--- config.mk ---
export PLATFORM = sky130hd
export DESIGN_NAME = hc86_selftest_seq
export DESIGN_NICKNAME = d
export VERILOG_FILES = /design/src/rtl/hc_selftest_pkg.sv /design/src/rtl/hc86_ref_model.sv /design/src/rtl/hc86_selftest_seq.sv
export SDC_FILE = /design/constraint.sdc
export NUM_CORES = 1
export LEC_CHECK = 0
export ABC_AREA = 1
export BUFFER_PORTS_ARGS = -buffer_cell sky130_fd_sc_hd__buf_2
export CAP_MARGIN = 20
export CORE_MARGIN = 4
export CORE_UTILIZATION = 55
export DETAILED_ROUTE_END_ITERATION = 16
export PLACE_DENSITY = 0.89
export SETUP_SLACK_MARGIN = 0.3
export SLEW_MARGIN = 10
export SYNTH_ARGS = -nofsm -noshare
export SYNTH_HDL_FRONTEND = slang
export SYNTH_SLANG_ARGS = --single-unit
--- constraint.sdc ---
create_clock -name clk -period 5.3 [get_ports clk]
set_input_delay 1.06 -clock clk [delete_from_list [all_inputs] [get_ports clk]]
set_output_delay 1.06 -clock clk [all_outputs]
set_load 0.01 [all_outputs]
--- src/rtl/hc_selftest_pkg.sv ---
// -----------------------------------------------------------------------------
// hc_selftest_pkg
// Shared definitions for the 74HC-series clocked self-test sequencers.
//   - state_t     : sequencer FSM states
//   - VEC_W       : stimulus vector width ({b[3:0], a[3:0]})
//   - GATE_CNT    : gates per package (quad parts)
//   - NO_FAIL     : first_fail_vec value meaning "no mismatch recorded yet"
//   - golden_xor  : reference behaviour of one 74HC86 package
//   - settle_len  : clamps a settle-cycle parameter into the counter's range
// -----------------------------------------------------------------------------
package hc_selftest_pkg;

  localparam int VEC_W    = 8;
  localparam int GATE_CNT = 4;
  localparam logic [VEC_W-1:0] NO_FAIL = 8'hFF;

  typedef enum logic [2:0] {
    ST_IDLE,
    ST_DRIVE,
    ST_SETTLE,
    ST_CHECK,
    ST_DONE
  } state_t;

  function automatic logic [GATE_CNT-1:0] golden_xor(
    input logic [GATE_CNT-1:0] a,
    input logic [GATE_CNT-1:0] b
  );
    return a ^ b;
  endfunction

  // A zero-cycle settle is meaningless for a registered stimulus path, and the
  // settle counter is 4 bits wide, so the effective length lives in 1..15.
  function automatic int settle_len(input int cyc);
    if (cyc < 1)  return 1;
    if (cyc > 15) return 15;
    return cyc;
  endfunction

endpackage

--- src/rtl/hc86_ref_model.sv ---
// -----------------------------------------------------------------------------
// hc86_ref_model
// Combinational golden model of one 74HC86 quad 2-input XOR package.
//   a [3:0] : A inputs
//   b [3:0] : B inputs
//   y [3:0] : expected Y outputs (a ^ b)
// -----------------------------------------------------------------------------
module hc86_ref_model
  import hc_selftest_pkg::*;
(
  input  logic [GATE_CNT-1:0] a,
  input  logic [GATE_CNT-1:0] b,
  output logic [GATE_CNT-1:0] y
);

  assign y = golden_xor(a, b);

endmodule

--- src/rtl/hc86_selftest_seq.sv ---
// -----------------------------------------------------------------------------
// hc86_selftest_seq
// Clocked stimulus sequencer and response checker for a 74HC86 model.
// Walks all 256 {b,a} input combinations in ascending order, lets each one
// settle for SETTLE_CYC cycles, samples resp_y and compares it against the
// golden XOR. Each vector costs 2 + SETTLE_CYC cycles (DRIVE, SETTLE, CHECK).
//
// Parameters:
//   SETTLE_CYC : cycles between driving a vector and sampling (1..15, 0 -> 1)
//   VEC_W      : stimulus vector width, fixed at 8
//
// Ports:
//   clk            : system clock, rising edge
//   rst            : synchronous active-high reset
//   start          : single-cycle pulse, begins a run (ignored while busy)
//   resp_y[3:0]    : Y outputs of the part under test
//   stim_a[3:0]    : registered A inputs to the part
//   stim_b[3:0]    : registered B inputs to the part
//   busy           : run in progress
//   done           : run finished, held until the next accepted start
//   pass           : valid with done; 1 when no mismatches were seen
//   err_count[8:0] : mismatching vectors (0..256)
//   first_fail_vec : {b,a} of the first mismatch, 0xFF if none
//
// Build option:
//   HC86_SELFTEST_STOP_ON_FAIL_EN : when defined, the first mismatch ends the
//   run immediately (err_count=1, first_fail_vec=that vector, pass=0).
// -----------------------------------------------------------------------------
module hc86_selftest_seq #(
  parameter int SETTLE_CYC = 2,
  parameter int VEC_W      = 8
) (
  input  logic             clk,
  input  logic             rst,
  input  logic             start,
  input  logic [3:0]       resp_y,
  output logic [3:0]       stim_a,
  output logic [3:0]       stim_b,
  output logic             busy,
  output logic             done,
  output logic             pass,
  output logic [8:0]       err_count,
  output logic [VEC_W-1:0] first_fail_vec
);

  import hc_selftest_pkg::*;

  localparam int         SETTLE_EFF  = settle_len(SETTLE_CYC);
  localparam logic [3:0] SETTLE_LAST = 4'(SETTLE_EFF - 1);
  localparam logic [VEC_W-1:0] LAST_VEC = '1;

  state_t           state, state_next;
  logic [VEC_W-1:0] vec;
  logic [3:0]       settle_cnt;
  logic [3:0]       expected_y;
  logic             mismatch;
  logic [8:0]       err_next;

  hc86_ref_model u_ref (
    .a (stim_a),
    .b (stim_b),
    .y (expected_y)
  );

  // Only meaningful in CHECK; stim_a/stim_b hold vec throughout the vector.
  assign mismatch = (resp_y != expected_y);
  assign err_next = err_count + {8'd0, mismatch};

  // ---------------------------------------------------------------------------
  // State register
  // ---------------------------------------------------------------------------
  // NOTE: registers use non-blocking assignments so every flop samples the
  // pre-edge values of the others; blocking here would create ordering races.
  always_ff @(posedge clk) begin
    if (rst) state <= ST_IDLE;
    else     state <= state_next;
  end

  // ---------------------------------------------------------------------------
  // Next-state logic
  // ---------------------------------------------------------------------------
  always_comb begin
    // NOTE: default assigned first so no path through the case leaves
    // state_next unassigned, which would infer a latch.
    state_next = state;
    unique case (state)
      ST_IDLE, ST_DONE: begin
        if (start) state_next = ST_DRIVE;
      end
      ST_DRIVE: begin
        state_next = ST_SETTLE;
      end
      ST_SETTLE: begin
        if (settle_cnt == SETTLE_LAST) state_next = ST_CHECK;
      end
      ST_CHECK: begin
`ifdef HC86_SELFTEST_STOP_ON_FAIL_EN
        if (mismatch || vec == LAST_VEC) state_next = ST_DONE;
        else                             state_next = ST_DRIVE;
`else
        if (vec == LAST_VEC) state_next = ST_DONE;
        else                 state_next = ST_DRIVE;
`endif
      end
      default: state_next = ST_IDLE;
    endcase
  end

  // ---------------------------------------------------------------------------
  // Datapath and status registers
  // ---------------------------------------------------------------------------
  // Reset is synchronous and checked before anything else, so a reset landing
  // mid-run wins over CHECK updates and a coincident start.
  always_ff @(posedge clk) begin
    if (rst) begin
      vec            <= '0;
      settle_cnt     <= '0;
      stim_a         <= '0;
      stim_b         <= '0;
      busy           <= 1'b0;
      done           <= 1'b0;
      pass           <= 1'b0;
      err_count      <= '0;
      first_fail_vec <= NO_FAIL;
    end else begin
      unique case (state)
        ST_IDLE, ST_DONE: begin
          if (start) begin
            vec            <= '0;
            err_count      <= '0;
            first_fail_vec <= NO_FAIL;
            done           <= 1'b0;
            pass           <= 1'b0;
            busy           <= 1'b1;
          end
        end
        ST_DRIVE: begin
          stim_a     <= vec[3:0];
          stim_b     <= vec[7:4];
          settle_cnt <= '0;
        end
        ST_SETTLE: begin
          settle_cnt <= settle_cnt + 4'd1;
        end
        ST_CHECK: begin
          if (mismatch) begin
            err_count <= err_next;
            // 0xFF is itself a legal failing vector, so the zero count is what
            // actually marks "nothing recorded yet".
            if (first_fail_vec == NO_FAIL && err_count == 9'd0)
              first_fail_vec <= vec;
          end
          if (state_next == ST_DONE) begin
            busy <= 1'b0;
            done <= 1'b1;
            pass <= (err_next == 9'd0);
          end else begin
            vec <= vec + 1'b1;
          end
        end
        default: ;
      endcase
    end
  end

endmodule
==> impl_results.md <==
- Status: complete, no violations
- Psw: 197 uW
- Synth Area in XOR/XNOR: 1.54%
- WL per Instance: 12.3 um
- CP max-delay cell: ha_1
- GRT overflow: 0
- Vias in the first global route: 2071
- Fmax: 0.374 GHz
- Yosys warnings: 0
- Period minus WS final: between 2 and 3 ns
- Count leader, synth: nand2_1
- Hold WC Path Type: reg -> reg
- EDFF count, synth: 0
- Number of port buffers: 34
- Logic pwr share: between 10% and 20%
- # Post-CTS Setup Buffers: 0
- Pint: 565 uW
- CP arrival: about 2.9 ns
- Final WL: 5020 um
- Initial core utilization: ~57%
- Drt via density: 5.42
- Flops & latches, synth: 43
- Ys flop type: dfxtp_1
- Clk Latency, worst-skew pair: roughly 0.3 ns
- Worst setup path end: pass$_SDFFE_PP0P_
- Largest net degree at the start of global routing: 27
- Mapped Area: 0.00227 mm2
- R2R cell count: 17
- Final hold slack: 0.487 ns
- CTS root buf: clkbuf_8
- Register area: 861 um2
- CTS tree: yes
- Cell accounting for the most synthesized area: dfxtp_1
- Synth top area cells: dfxtp_1, nand2_1, nand3_1
- Max_cap viols: 0
- Hold_buf cts: 0
- Overall die height: between 70 and 80 um
- Antenna Nets Post-Route: 0
- Dpl cell area: 0.00246 mm2
- Slew margin rel.: 60.9%
- Period utilization: 50.4%
- Clock Tree Buf Depth: 2
- WP data required: between 5 and 6 ns
- RR Startpoint: stim_a[2]$_SDFFE_PP0P_
- Clk slew on worst S/H paths: 0.08 ns
- Initial DRT Pass Iterations: 4
- Peak supply drop: about 0.22 mV
- H-tree Lvls: 2
- # diodes: 0
- Max Slew Vio Count: 0
- Area growth, synth to finish: 14.1%
- FF-to-FF setup slack: between 3 and 4 ns
- Worst-Margin Slew: 0.587 ns
- Startpoint types: primary input
- Syn_nets: 339
- Worst Path Buf+Inv: 4
- Top delay family on crit path: simple AND/OR/NAND/NOR gates
- Global-route wire length before repair: 8650 um
- Main combinational cell family by area after synthesis: simple AND/OR/NAND/NOR gates
- Sink Count: between 40 and 50
- Max Fanout on Critical Path: 11
- Final net count: 370
- Register share of total power: 46.4%
- Core area: 0.00400 mm2
- Worst Setup Path Type: in -> reg
- Final setup violation count: 0
- Worst Setup SP: resp_y[1]
- DR iter-0 viols: between 100 and 150
- Die X: 72.2 um
- Setup TNS: 0 ns
- Routed via count: 2215
- PwrDens: 295 mW/mm2
- Post-synthesis simple-gate area fraction: 36.8%
- Worst Clk Skew: 0.00759 ns
- Mean post-synth cell area: 6.94 um2
- RePlAce Congestion: 0.883
- Io pins: 35
- Yosys cell types: 32
- Number of non-filler instances in the completed layout: around 410
- Switch share: about a quarter
- Leak: between 0.001 and 0.0015 uW
- Critical path endpoint category: flip-flop
- FILL cells: 344
- Post-synthesis adder-cell area fraction: around 2.8%
- Initial antenna violation count: 0
- Critical path depth in cells: 19
- Most frequent cells after synthesis: nand2_1, dfxtp_1, nand3_1, inv_1, a21oi_1
- PostCTS Resize Cnt: 0
- Die area: 0.00522 mm2
- Final core utilization: about two thirds
- Cell repeated most along the worst path: nand2_1
- RSZ-0062 raised after global routing: no
- Max incr delay on CP: 0.24 ns
- Multi-input gate area: 0.00120 mm2
- DP Cell Count: 401
- Worst R2R End: pass$_SDFFE_PP0P_
- Multiplexer share of the synthesized area: 0%
- Fin. Hold Viols: 0
- Drt drc: 0
- Cell Chain, Critical Path: buf_2, inv_1, nand2_1, nand2_1, nand2_1, nand2_1, nand2_1, inv_2, nand2_2, ha_1, ha_1, inv_1, nor2_4, or2_1, nand2_1, nand2_1, nor2_1, nand3_1, a21oi_1
- Synth Area in Compound Gates: 12.0%
- Seq/Total Area, Yosys: a little under two fifths
- Total track usage: 20.6%
- Post-route cell area: roughly 0.0026 mm2
- Synthesized instance count: 327
- Detail Placement HPWL: 3730 um
- Post-synth ARST share: 0%
- Area share of the largest cell type after synthesis: 37.9%
- Clk pwr share: just under 40%
- Num rows: 23
- CTS Buf Count: 5
- Share of cells above drive strength 1: 17.5%
[how the worst min path moves through the flow]
stage	startpoint	to	slack, ns	depth (start not counted)
2_1_floorplan	settle_cnt[3]$_SDFFE_PP0P_	settle_cnt[3]$_SDFFE_PP0P_	0.44	1
3_3_place_gp	settle_cnt[3]$_SDFFE_PP0P_	settle_cnt[3]$_SDFFE_PP0P_	0.45	1
3_5_place_dp	first_fail_vec[2]$_SDFFE_PP1P_	first_fail_vec[2]$_SDFFE_PP1P_	0.47	2
4_1_cts	vec[3]$_SDFFE_PP0P_	vec[3]$_SDFFE_PP0P_	0.48	2
5_1_grt	vec[3]$_SDFFE_PP0P_	vec[3]$_SDFFE_PP0P_	0.51	2
6_report	first_fail_vec[5]$_SDFFE_PP1P_	first_fail_vec[5]$_SDFFE_PP1P_	0.49	2
[power groups by stage]
stage | logic, uW | registers (uW) | clock network [uW]
after floorplan | 72.6 | 365 | 0
after global placement | 105 | 361 | 0
after detailed placement | 108 | 361 | 0
after CTS | 108 | 354 | 305
after global routing | 122 | 357 | 320
final | 107 | 354 | 302
[sequential cells by signal, indices dropped and copies added (netlist names)]
name,flops
stim_a,4
done,1
first_fail_vec,8
err_count,9
state,3
vec,8
pass,1
stim_b,4
busy,1
settle_cnt,4
[metrics by stage]
step | setup WS (ns) | total power, uW
floorplan | 2.53 | 438
global placement | 2.42 | 466
detailed placement | 2.32 | 469
CTS | 2.62 | 767
global route | 2.38 | 800
finish | 2.63 | 763
[layout by cell type, fill, tap and decap left out, types with 2 or more instances in the layout]
master | synthesis | routed
nand2_1 | 76 | 76
xor2_1 | 4 | 4
inv_2 | 6 | 6
bufinv_16 | 0 | 2
o21ai_1 | 4 | 4
nand3b_1 | 3 | 3
buf_2 | 6 | 34
nand3_4 | 2 | 2
clkbuf_8 | 0 | 5
o21ai_0 | 12 | 12
nand2_2 | 6 | 6
a21oi_1 | 31 | 31
nand4_1 | 11 | 11
nor2_1 | 21 | 21
nand3_1 | 43 | 43
ha_1 | 5 | 5
nor2_4 | 2 | 2
dfxtp_1 | 43 | 43
nor3_1 | 2 | 2
inv_1 | 34 | 34
[logic make-up (layout without fill, tap and decap cells)]
family                     Yosys count  count (layout)
adders and majority gates            5               5
DFF                                 43              43
xor gates and xnor gates             4               4
buffers and inverters               51              83
AOI/OAI and AO/OA                   52              52
and+or+nand+nor                    172             172
[routing by layer]
metal,vias up,share of wire [%],GRT usage [%]
li1,1140,-,-
met1,1024,43,23.7
met2,43,51,36.7
met3,8,4.1,5.40
met4,0,1.6,6.89
met5,-,0,0
[layout make-up]
class | count | area share (%)
multi-input cells | 233 | 46.5
flip-flops and latches | 43 | 33.2
repair buffers | 34 | 6.57
inverters | 41 | 6.14
clock buffers | 6 | 2.80
well taps | 50 | 2.42
clock inverters | 2 | 2.32
[tightest hold or removal path, cell delays in order, from the launching register on]
cell and delay, ns:
dfxtp_1 0.32, nand2_1 0.07, nand3_1 0.05
Note: power is estimated with default switching activity, not from simulation.
